===== config.mk =====
export PLATFORM = sky130hd
export DESIGN_NAME = flit_mux_2to1
export DESIGN_NICKNAME = d
export VERILOG_FILES = /design/src/rtl/flit_mux_2to1.sv
export SDC_FILE = /design/constraint.sdc
export NUM_CORES = 1
export LEC_CHECK = 0
export ABC_CLOCK_PERIOD_IN_PS = 3880
export CORE_MARGIN = 5
export CORE_UTILIZATION = 30
export DETAILED_ROUTE_END_ITERATION = 16
export PLACE_DENSITY = 0.66
export SLEW_MARGIN = 0
export SYNTH_ARGS = -nofsm -noshare
export SYNTH_HDL_FRONTEND = slang
export SYNTH_SLANG_ARGS = --single-unit

===== constraint.sdc =====
create_clock -name clk -period 3.88 [get_ports clk]
set_input_delay 0.776 -clock clk [delete_from_list [all_inputs] [get_ports clk]]
set_output_delay 0.776 -clock clk [all_outputs]
set_load 0.005 [all_outputs]

===== src/rtl/flit_mux_2to1.sv =====
// Two-input NoC flit multiplexer with one-hot port select and registered outputs.
// Optional illegal-select flag output enabled by defining FLIT_MUX_SELCHK_EN.
module flit_mux_2to1 #(
  parameter int unsigned DATA_W = 18,
  parameter int unsigned VCH_W  = 2,
  parameter int unsigned SEL_W  = 5
) (
  input  logic              clk,
  input  logic              rst,
  input  logic [DATA_W-1:0] idata_0,
  input  logic              ivalid_0,
  input  logic [VCH_W-1:0]  ivch_0,
  input  logic [DATA_W-1:0] idata_1,
  input  logic              ivalid_1,
  input  logic [VCH_W-1:0]  ivch_1,
  input  logic [SEL_W-1:0]  sel,
  output logic [DATA_W-1:0] odata,
  output logic              ovalid,
  output logic [VCH_W-1:0]  ovch
`ifdef FLIT_MUX_SELCHK_EN
  ,
  output logic              sel_err
`endif
);

  localparam logic [SEL_W-1:0] SEL_PORT0 = SEL_W'(1);
  localparam logic [SEL_W-1:0] SEL_PORT1 = SEL_W'(2);

  typedef struct packed {
    logic [DATA_W-1:0] data;
    logic [VCH_W-1:0]  vch;
  } flit_t;

  logic  pick_0;
  logic  pick_1;
  logic  fwd_valid;
  flit_t fwd_flit;

  // Decode the select and steer the chosen port's flit; anything but an exact match idles.
  always_comb begin
    pick_0    = 1'b0;
    pick_1    = 1'b0;
    fwd_valid = 1'b0;
    fwd_flit  = '0;
    if (sel == SEL_PORT0) begin
      pick_0 = 1'b1;
    end else if (sel == SEL_PORT1) begin
      pick_1 = 1'b1;
    end
    if (pick_0) begin
      fwd_valid = ivalid_0;
      fwd_flit  = '{data: idata_0, vch: ivch_0};
    end else if (pick_1) begin
      fwd_valid = ivalid_1;
      fwd_flit  = '{data: idata_1, vch: ivch_1};
    end
  end

  // Output register; payload only loads on a forwarded flit so the bus stays quiet when idle.
  always_ff @(posedge clk) begin
    if (rst) begin
      ovalid <= 1'b0;
      odata  <= '0;
      ovch   <= '0;
    end else begin
      ovalid <= fwd_valid;
      if (fwd_valid) begin
        odata <= fwd_flit.data;
        ovch  <= fwd_flit.vch;
      end
    end
  end

`ifdef FLIT_MUX_SELCHK_EN
  // Flag any select that is not exactly one of the two legal one-hot codes.
  always_ff @(posedge clk) begin
    if (rst) begin
      sel_err <= 1'b0;
    end else begin
      sel_err <= ~(pick_0 | pick_1);
    end
  end
`endif

endmodule


==> impl_results.md <==
- CTS resizes: 0
- WHS Endpoint: odata[10]
- Via density: around 4.7
- Final WL: 3710 um
- Status: finished, final reports clean
- 1st-iter DRT viols: 87
- Diode count: 0
- Min Hold Slack: 613 ps
- CP endpoint kind: flip-flop
- Area leader, netlist: dfxtp_1
- CTS buffer count: 3
- CTS clk-pin slew, worst paths: 70 ps
- Post-synthesis cell type count: 10
- Layout area overhead: 56.5%
- Worst hold path type: flip-flop to flip-flop
- Total vias in the final route: around 1200
- Clock Power Share: 31.2%
- CTS tree: yes
- #FFs+latches synth: 21
- Hpwl dp: 2660 um
- Post-synthesis instance area: around 0.0013 mm2
- Minimum clock period: between 2000 and 3000 ps
- Hold wc startpoint: odata[10]
- Num rows: 24
- Post-synthesis net count: 188
- ANT nets after route: 0
- Grt ovf: 0
- Worst reg2reg path endpoint: odata[9]
- Least-Margin Pin Slew: ~1200 ps
- Max Cap Viol: 0
- Cts hold-fix bufs: 0
- GRT Total Usage: between 10 and 15%
- Combinational share of power: a little over a fifth
- I/O Pins: 70
- Avg Inst Size Synth: 9.64 um2
- Hold Vio Cnt, Final: 0
- Net Sw Frac: 23.2%
- Fin Setup TNS: 0 ps
- Number of global-route vias before repair: 1184
- Clk buf depth: 2
- DRT Pass-1 Iters: 4
- Period utilization: 68.6%
- Worst Path Arrival: 2810 ps
- PD cells: approximately 220 mW/mm2
- Worst-path fanout max: 21
- Die Y: around 77 um
- H-tree depth: 1
- Int Pwr: around 350 uW
- Initial Utilization: about 30%
- Largest net degree at the start of global routing: 42
- Post-synthesis sequential area ratio: around a third
- Fmax achieved: 0.376 GHz
- Share of layout cells above drive strength 1: between 10% and 20%
- Final setup fails: 0
- Clock skew: 0 ps
- Worst reg2reg path depth: 2
- Setup crit start kind: input pin
- Initial antenna violation count: 0
- Slew margin rel.: 21.8%
- Final slew viol count: 0
- CTS sink cnt: 21
- Ys Warns: 0
- Core area: 0.00435 mm2
- Design Power: ~460 uW
- FF/Latch Area: around 420 um2
- Nets@finish: 251
- Post-CTS setup buffers: 0
- Clock latency on the worst-skew pair: 260 ps
- FF-to-FF Start: odata[9]
- Die X: 76.8 um
- GP Congestion: 0.725
- IO buf count: 69
- Multi-input logic area: between 800 and 900 um2
- NetSw: about 110 uW
- Synth area leaders: dfxtp_1 (31%), nand3b_1 (24%), mux2_4 (21%), nor2b_1 (9.3%), a21oi_1 (7.5%)
- Post-synth top area share: 31.4%
- DRC viols: 0
- R2R setup slack: 3060 ps
- Fillers: 404
- Cells after synthesis: ~140
- Root buf cell: clkbuf_8
- Leakage: just under 0.8 nW
- Critical path type: input pin to flip-flop
- Worst vdd ir: 143 uV
- Die Area: 0.00590 mm2
- Hold Crit Depth: 2
- Drt wl/cell: 14.7 um
- First-pass GRT wire length: 5820 um
- Unrepaired setup endpoints after global routing: no
- Sequential power share: 47.3%
- Worst EP required: 4030 ps
metal layers:
layer	global-route usage, %	up-vias	wire length [um]
li1	-	612	-
met1	15.3	550	1650
met2	20.3	24	1880
met3	2.69	2	146
met4	3.15	0	34
met5	0	-	0
worst max path at each step:
stage	cells after the start	startpoint	endpoint	slack, ps
floorplan	4	sel[1]	odata[0]	1930
global placement	4	sel[0]	odata[10]	920
detailed placement	4	sel[0]	odata[10]	910
CTS	4	sel[0]	odata[10]	1190
global route	4	sel[0]	odata[10]	1100
finish	4	sel[0]	odata[10]	1220
final cells by class:
cell class,count,area share [%]
clock buffer,3,1.97
clock inverter,1,0.239
multi-input combinational,104,40.6
sequential,21,20.0
tap,52,3.10
timing repair buffer,72,34.0
synthesized netlist by cell type (all sizes together):
| cell | instances |
|---|---|
| nand3b | 42 |
| dfxtp | 21 |
| clkbuf | 12 |
| buf | 2 |
| nor2 | 1 |
| a21oi | 20 |
| mux2 | 20 |
| nor2b | 20 |
| a2111o | 1 |
power groups by stage:
| stage | Clock [mW] | Combinational [mW] | Sequential [mW] |
|---|---|---|---|
| after global routing | 0.158 | 0.107 | 0.218 |
| after CTS | 0.150 | 0.0997 | 0.218 |
| after global placement | 0 | 0.0986 | 0.223 |
| after detailed placement | 0 | 0.0993 | 0.223 |
| final | 0.143 | 0.0992 | 0.218 |
| after floorplan | 0 | 0.0392 | 0.223 |
through the flow:
| step | cell area [um2] | setup WS, ps | utilization [%] | cells |
|---|---|---|---|---|
| floorplan | 1340 | 1930 | - | 139 |
| global placement | 2050 | 923 | 47.1 | 249 |
| detailed placement | 2050 | 914 | 47.1 | 249 |
| CTS | 2100 | 1190 | 48.2 | 253 |
| global route | 2100 | 1100 | 48.2 | 253 |
| finish | 2100 | 1220 | 48.2 | 253 |
registers in the layout, indices dropped and copies added, names as in the netlist:
name	cells
odata	18
ovalid	1
ovch	2
layout by cell type (no fill, tap or decap):
master,n
dfxtp_1,21
buf_4,3
nand3b_1,42
clkinv_2,1
clkdlybuf4s50_1,69
a21oi_1,20
clkbuf_8,3
mux2_4,19
mux2_2,1
nor2_1,1
nor2b_1,20
a2111o_1,1
worst max-delay path: stages:
cell	delay, ps
clkdlybuf4s50_1	550
nand3b_1	130
a2111o_1	930
mux2_2	420
logic make-up after synthesis:
family	after synthesis	share of synthesized area (%)
buffers and inverters	14	5.04
AND/OR/NAND/NOR	63	33.1
AO/OA/AOI/OAI	21	8.31
flip-flops	21	31.4
multiplexers	20	22.1
(Power assumes the default switching activity.)
